File: config.mk
export PLATFORM = sky130hd
export DESIGN_NAME = btn_conditioner_flat
export DESIGN_NICKNAME = d
export VERILOG_FILES = /design/src/rtl/btn_conditioner_if.sv /design/src/rtl/btn_conditioner.sv /design/src/flat_wrapper.sv
export SDC_FILE = /design/constraint.sdc
export NUM_CORES = 1
export LEC_CHECK = 0
export BUFFER_PORTS_ARGS = -buffer_cell sky130_fd_sc_hd__buf_2
export CAP_MARGIN = 20
export CORE_ASPECT_RATIO = 1.4
export CORE_MARGIN = 8
export CORE_UTILIZATION = 58
export DETAILED_ROUTE_END_ITERATION = 16
export PLACE_DENSITY = 0.72
export RECOVER_POWER = 100
export SYNTH_ARGS = -nofsm -noshare
export SYNTH_HDL_FRONTEND = slang
export SYNTH_HIERARCHICAL = 1
export SYNTH_SLANG_ARGS = --single-unit
File: constraint.sdc
create_clock -name clk -period 2.4 [get_ports clk]
set_input_delay 0.12 -clock clk [delete_from_list [all_inputs] [get_ports clk]]
set_output_delay 0.12 -clock clk [all_outputs]
set_load 0.005 [all_outputs]
File: src/rtl/btn_conditioner_if.sv
// Button/control bundle between the board buttons and the display controller.
//   nbtn_time, nbtn_dir  raw active-low push buttons (asynchronous to clk)
//   timeS, up            conditioned toggle levels for the controller
//   press_time, press_dir one-cycle pulses, one per accepted press
// slave  : the conditioner (consumes buttons, drives levels/pulses)
// master : the board/bench side
interface btn_conditioner_if;
  logic nbtn_time;
  logic nbtn_dir;
  logic timeS;
  logic up;
  logic press_time;
  logic press_dir;

  modport master (
    output nbtn_time, nbtn_dir,
    input  timeS, up, press_time, press_dir
  );

  modport slave (
    input  nbtn_time, nbtn_dir,
    output timeS, up, press_time, press_dir
  );
endinterface

File: src/rtl/btn_conditioner.sv
// btn_conditioner: turns two raw active-low buttons into toggling control
// levels (timeS, up) plus one-cycle press pulses. Each channel is a 2-FF
// synchroniser, a four-state debounce FSM with a counter, and a toggle reg.
//   clk    board clock, rising edge
//   reset  synchronous, active-high
//   btn    btn_conditioner_if.slave (buttons in, levels/pulses out)
// Parameters: fpga_f (Hz), deb_div; debounce window = max(1, fpga_f/deb_div).

// One debounce/toggle channel.
//   nbtn  raw active-low button
//   tog   toggle level, resets to TOG_INIT
//   press one-cycle pulse raised on the same edge tog flips
module btn_chan #(
  parameter int DEB_CYC  = 4,
  parameter bit TOG_INIT = 1'b0
) (
  input  logic clk,
  input  logic reset,
  input  logic nbtn,
  output logic tog,
  output logic press
);
  localparam int CNT_W = $clog2(DEB_CYC + 1);
  localparam logic [CNT_W-1:0] CNT_ONE  = CNT_W'(1);
  localparam logic [CNT_W-1:0] CNT_LAST = CNT_W'(DEB_CYC - 1);

  typedef enum logic [1:0] {
    RELEASED     = 2'd0,
    PRESS_WAIT   = 2'd1,
    PRESSED      = 2'd2,
    RELEASE_WAIT = 2'd3
  } deb_state_e;

  deb_state_e       state, state_nxt;
  logic [CNT_W-1:0] cnt, cnt_nxt;
  logic             s1, s2;
  logic             fire;
  // [0]: PRESS_WAIT->PRESSED taken this edge; [1]: pulse, one cycle later
  logic [1:0]       vld_pipe;

  always_ff @(posedge clk) begin
    if (reset) begin
      s1       <= 1'b0;
      s2       <= 1'b0;
      state    <= RELEASED;
      cnt      <= '0;
      vld_pipe <= '0;
      tog      <= TOG_INIT;
    end else begin
      s1       <= ~nbtn;
      s2       <= s1;
      state    <= state_nxt;
      cnt      <= cnt_nxt;
      vld_pipe <= {vld_pipe[0], fire};
      tog      <= tog ^ vld_pipe[0];
    end
  end

  // ">=" rather than "==" so DEB_CYC==1 (entry cnt=1, last=0) exits next cycle.
  always_comb begin
    state_nxt = state;
    cnt_nxt   = cnt;
    fire      = 1'b0;
    case (state)
      RELEASED: begin
        if (s2) begin
          state_nxt = PRESS_WAIT;
          cnt_nxt   = CNT_ONE;
        end
      end
      PRESS_WAIT: begin
        if (!s2) begin
          state_nxt = RELEASED;
          cnt_nxt   = '0;
        end else if (cnt >= CNT_LAST) begin
          state_nxt = PRESSED;
          cnt_nxt   = '0;
          fire      = 1'b1;
        end else begin
          cnt_nxt = cnt + CNT_ONE;
        end
      end
      PRESSED: begin
        if (!s2) begin
          state_nxt = RELEASE_WAIT;
          cnt_nxt   = CNT_ONE;
        end
      end
      RELEASE_WAIT: begin
        if (s2) begin
          state_nxt = PRESSED;
          cnt_nxt   = '0;
        end else if (cnt >= CNT_LAST) begin
          state_nxt = RELEASED;
          cnt_nxt   = '0;
        end else begin
          cnt_nxt = cnt + CNT_ONE;
        end
      end
      default: begin
        state_nxt = RELEASED;
        cnt_nxt   = '0;
      end
    endcase
  end

  assign press = vld_pipe[1];
endmodule

module btn_conditioner #(
  parameter int fpga_f  = 50_000_000,
  parameter int deb_div = 50
) (
  input  logic               clk,
  input  logic               reset,
  btn_conditioner_if.slave   btn
);
  localparam int NUM_CH  = 2;
  localparam int DEB_CYC = (fpga_f / deb_div < 1) ? 1 : fpga_f / deb_div;

  // channel 0 = time (timeS resets to 0), channel 1 = dir (up resets to 1)
  logic [NUM_CH-1:0] nbtn;
  logic [NUM_CH-1:0] tog;
  logic [NUM_CH-1:0] press;

  assign nbtn = {btn.nbtn_dir, btn.nbtn_time};

  for (genvar gi = 0; gi < NUM_CH; gi++) begin : g_ch
    btn_chan #(
      .DEB_CYC  (DEB_CYC),
      .TOG_INIT (gi == 1)
    ) u_ch (
      .clk   (clk),
      .reset (reset),
      .nbtn  (nbtn[gi]),
      .tog   (tog[gi]),
      .press (press[gi])
    );
  end

  assign btn.timeS      = tog[0];
  assign btn.up         = tog[1];
  assign btn.press_time = press[0];
  assign btn.press_dir  = press[1];
endmodule
File: src/flat_wrapper.sv
// flat-port wrapper written by rule: the top's interface ports become plain ports
module btn_conditioner_flat 
#(
  parameter int fpga_f  = 50_000_000,
  parameter int deb_div = 50
)
  (clk, reset, btn_nbtn_time, btn_nbtn_dir, btn_timeS, btn_up, btn_press_time, btn_press_dir);
  btn_conditioner_if btn_i ();
  input  logic clk;
  input  logic reset;
  input wire logic [$bits(btn_i.nbtn_time)-1:0] btn_nbtn_time;
  input wire logic [$bits(btn_i.nbtn_dir)-1:0] btn_nbtn_dir;
  output wire logic [$bits(btn_i.timeS)-1:0] btn_timeS;
  output wire logic [$bits(btn_i.up)-1:0] btn_up;
  output wire logic [$bits(btn_i.press_time)-1:0] btn_press_time;
  output wire logic [$bits(btn_i.press_dir)-1:0] btn_press_dir;
  assign btn_i.nbtn_time = btn_nbtn_time;
  assign btn_i.nbtn_dir = btn_nbtn_dir;
  assign btn_timeS = btn_i.timeS;
  assign btn_up = btn_i.up;
  assign btn_press_time = btn_i.press_time;
  assign btn_press_dir = btn_i.press_dir;
  btn_conditioner #(.fpga_f(fpga_f), .deb_div(deb_div)) u_core (.clk(clk), .reset(reset), .btn(btn_i));
endmodule
==> flow_metrics.py <==
metrics = {
    "logic_synthesis": {
        "netlist_area_um2": 2730,
        "yosys.area.top_type": "dfxtp_1",
        "post_synth.cell_area_avg_um2": 8.33,
        "yosys_warnings": 6,
        "synthArstFlopShare_pct": 0,
        "synthTopCellsByArea": "dfxtp_1 (40%), nand2_1 (5.2%), a21oi_1 (4.4%), nand3_1 (4.0%), a31oi_1 (3.7%)",
        "synthFlopType": "dfxtp_1",
        "synthesis.nets": 334,
        "yosysSeqAreaShare_pct": 39.6,
        "synth-seq-cells": 54,
        "synth.distinct_cells": 42,
        "synthCells": 328,
        "synth_edf_count": 0,
        "synth_top_area_share_pct": 39.6,
    },
    "timing": {
        "min_period_over_period_pct": 86.1,
        "finClkSkew_ns": 0.00558,
        "setup_violations": 0,
        "clock.fmax_mhz": 484,
        "slew_headroom_pct": 56.4,
        "hold_viol": 0,
        "fin_crit_ns": 2.07,
        "rsz0062_at_grt": "no",
        "tns_ns": 0,
        "worst_pin_slew_ns": 0.653,
        "report.final.slew_viol_count": 0,
    },
    "grt": {
        "grt_pass1_vias": 2218,
        "grt_max_degree": 25,
        "grt.overflow.total": 0,
        "antenna_found_initial": 0,
        "grt_util_all_layers_pct": 16.4,
        "grt_pass1_wl_mm": 9.62,
    },
    "place": {
        "io_buffers": 7,
        "dp_hpwl_mm": 3.92,
        "place.gp.congestion": 0.826,
    },
    "clocking": {
        "h-tree-depth": 2,
        "cts_sinks": 54,
        "cts_tree": "built",
        "cts_setup_buffers": 0,
        "cts.clk_slew.worst_paths_ns": 0.09,
        "clk_path_buf_depth": 2,
        "clk_latency_ns": 0.30,
        "ctsRootBufferMaster": "clkbuf_8",
        "numCtsBuffers": 5,
    },
    "critical_path": {
        "cp_num_buf_inv": 1,
        "crit_chain": "xor2_2, nand2_1, o31ai_4, buf_4, a31oi_1, a31oi_1",
        "critical-path-max-stage-delay_ns": 0.63,
        "critPathKind": "reg2reg",
        "cp-end-kind": "flip-flop",
        "crit_required_ns": 2.64,
        "crit_cells": 6,
        "worst_ep_arrival_time_ns": 2.30,
        "setup.worst_path.start_class": "flip-flop",
        "ff2ff_setup_slack_ns": 0.33,
        "crit_family": "compound AO/OA/AOI/OAI gates",
        "cp_slowest_cell": "o31ai_4",
        "reg2regPathDepth": 6,
        "crit_fanout": 18,
        "cpMostUsedCell": "a31oi_1",
        "reg2reg_to": "u_core/g_ch[1].u_ch/cnt[14]",
    },
    "worst_hold_path": {
        "min_from": "reset",
        "hold-path-cell-count": 2,
        "min_to": "u_core/g_ch[0].u_ch/cnt[0]",
        "hold_class": "in2reg",
    },
    "power_and_ir_drop": {
        "seq_power_share_pct": 57.5,
        "irDropWorstVdd_mv": 0.290,
        "switching_power_uw": 342,
        "power_uw": 1580,
        "p_leak_uw": 0.00103,
        "combPwrFrac_pct": 4.7,
        "power.internal_uw": 1240,
        "swShare_pct": 21.6,
        "p_clk_share_pct": 37.7,
        "power_density_nw_per_um2": 539,
    },
    "run_status": {
        "status": "finished, final reports clean",
    },
    "cells_and_area": {
        "final_cell_mix": "dfxtp_1 (54), nand2_1 (39), a21oi_1 (24), nand3_1 (22), nor2_1 (21)",
        "regArea_um2": 1080,
        "diodes": 0,
        "area_growth_pct": 7.46,
        "nFillCells": 407,
        "drive_above_1_share_pct": 9.50,
        "final_core_utilization_pct": 64.7,
        "final_common_cell": "dfxtp_1",
        "multi_input_area_um2": 1520,
        "final_nets": 342,
    },
    "route": {
        "drt_pass1_iterations": 4,
        "routed.top_layer": "met4",
        "wl_met3_um": 120,
        "met2WireLength_mm": 2.94,
        "vias_per_cell": 5.84,
        "drt_iter0_drc": 114,
        "drc": 0,
        "antenna_left": 0,
        "wl_per_cell_um": 13.8,
        "vias": 2331,
        "wirelength_met1_mm": 2.34,
        "finalWirelength_mm": 5.50,
    },
    "die": {
        "die_w_um": 74.0,
        "rows": 29,
        "start_util_pct": 60.2,
        "die_y_um": 97.2,
        "core-area_um2": 4540,
        "ios": 8,
        "dieArea_um2": 7190,
    },
    "job": {
        "cap_violations": 0,
    },
}
-- power groups by stage --
stage                     combinational, uW  clock (uW)  sequential (uW)
final                                  74.8         597              910
after global routing                   83.5         652              912
after CTS                              75.6         617              910
after detailed placement               72.5           0              931
after global placement                 71.6           0              931
after floorplan                        53.6           0              927
-- worst reg2reg max path: stages, from the launching register on --
cell and delay [ns]:
dfxtp_1 0.41, xor2_2 0.30, nand2_1 0.15, o31ai_4 0.63, buf_4 0.29, a31oi_1 0.10
a31oi_1 0.13
-- cells in the mapped netlist (3+ instances only) --
| cell | count |
|---|---|
| a22o_1 | 6 |
| o211ai_1 | 6 |
| nand4_1 | 8 |
| buf_6 | 4 |
| o21ai_1 | 3 |
| dfxtp_1 | 54 |
| nand2_1 | 38 |
| xnor2_1 | 6 |
| a31oi_1 | 16 |
| nor3_1 | 10 |
| a21oi_1 | 24 |
| inv_1 | 6 |
| clkbuf_1 | 13 |
| o21a_1 | 4 |
| a211oi_1 | 4 |
| o21ai_0 | 12 |
| nor2b_1 | 6 |
| nand2b_1 | 7 |
| or2b_1 | 4 |
| nand3_1 | 22 |
| or3_1 | 4 |
| and4_1 | 6 |
| nor2_1 | 21 |
| mux2i_1 | 8 |
| and3_1 | 4 |
-- per-layer routing --
metal	global-route usage (%)	vias to the layer above
met5	0	-
met4	6.96	0
met3	2.79	10
met2	29.7	22
met1	17.4	1081
li1	-	1218
-- per-stage QoR --
stage / std cells / area [um2] / setup slack (ns) / hold slack (ns)
after floorplan: 328 / 2730 / 0.607 / 0.187
after global placement: 389 / 2820 / 0.467 / 0.271
after detailed placement: 389 / 2820 / 0.409 / 0.275
after CTS: 399 / 2950 / 0.388 / 0.0752
after global routing: 399 / 2940 / 0.146 / 0.0899
final: 399 / 2940 / 0.334 / 0.0785
-- sequential cells by signal, indices dropped and copies added, names as in the netlist, named ones only --
signal	flops
u_core/g_ch.u_ch/cnt	40
u_core/g_ch.u_ch/vld_pipe	4
u_core/g_ch.u_ch/s1	2
u_core/g_ch.u_ch/s2	2
u_core/g_ch.u_ch/state	2
u_core/g_ch.u_ch/tog	2
-- cell type report --
class	count	share of cell area (%)
Timing Repair Buffer	19	4.18
Inverter	6	0.767
Multi-Input combinational cell	250	51.9
Tap cell	62	2.64
Clock inverter	3	1.36
Clock buffer	5	2.34
Sequential cell	54	36.8
-- logic make-up after synthesis --
| kind of cell | Yosys count | share of synthesized area, % |
|---|---|---|
| xor+xnor | 8 | 3.11 |
| fa+ha+maj | 2 | 0.916 |
| flops | 54 | 39.6 |
| mux | 8 | 2.93 |
| compound gates | 88 | 21.6 |
| buf+inv | 24 | 4.44 |
| simple gates | 144 | 27.5 |
-- worst max-delay path by stage --
stage | from | endpoint
after detailed placement | flip-flop | u_core/g_ch[1].u_ch/cnt[14]
after CTS | flip-flop | u_core/g_ch[1].u_ch/cnt[14]
final | flip-flop | u_core/g_ch[1].u_ch/cnt[14]
after floorplan | u_core/g_ch[0].u_ch/cnt[0] | u_core/g_ch[0].u_ch/cnt[16]
after global routing | u_core/g_ch[1].u_ch/s2 | u_core/g_ch[1].u_ch/cnt[14]
after global placement | flip-flop | u_core/g_ch[1].u_ch/cnt[11]
-- timing repair --
item,CTS,global route
hold buffers,2,0
endpoints found under the hold margin,2,0
resized for setup,0,0
No activity file was read; power rests on OpenSTA's default activity.
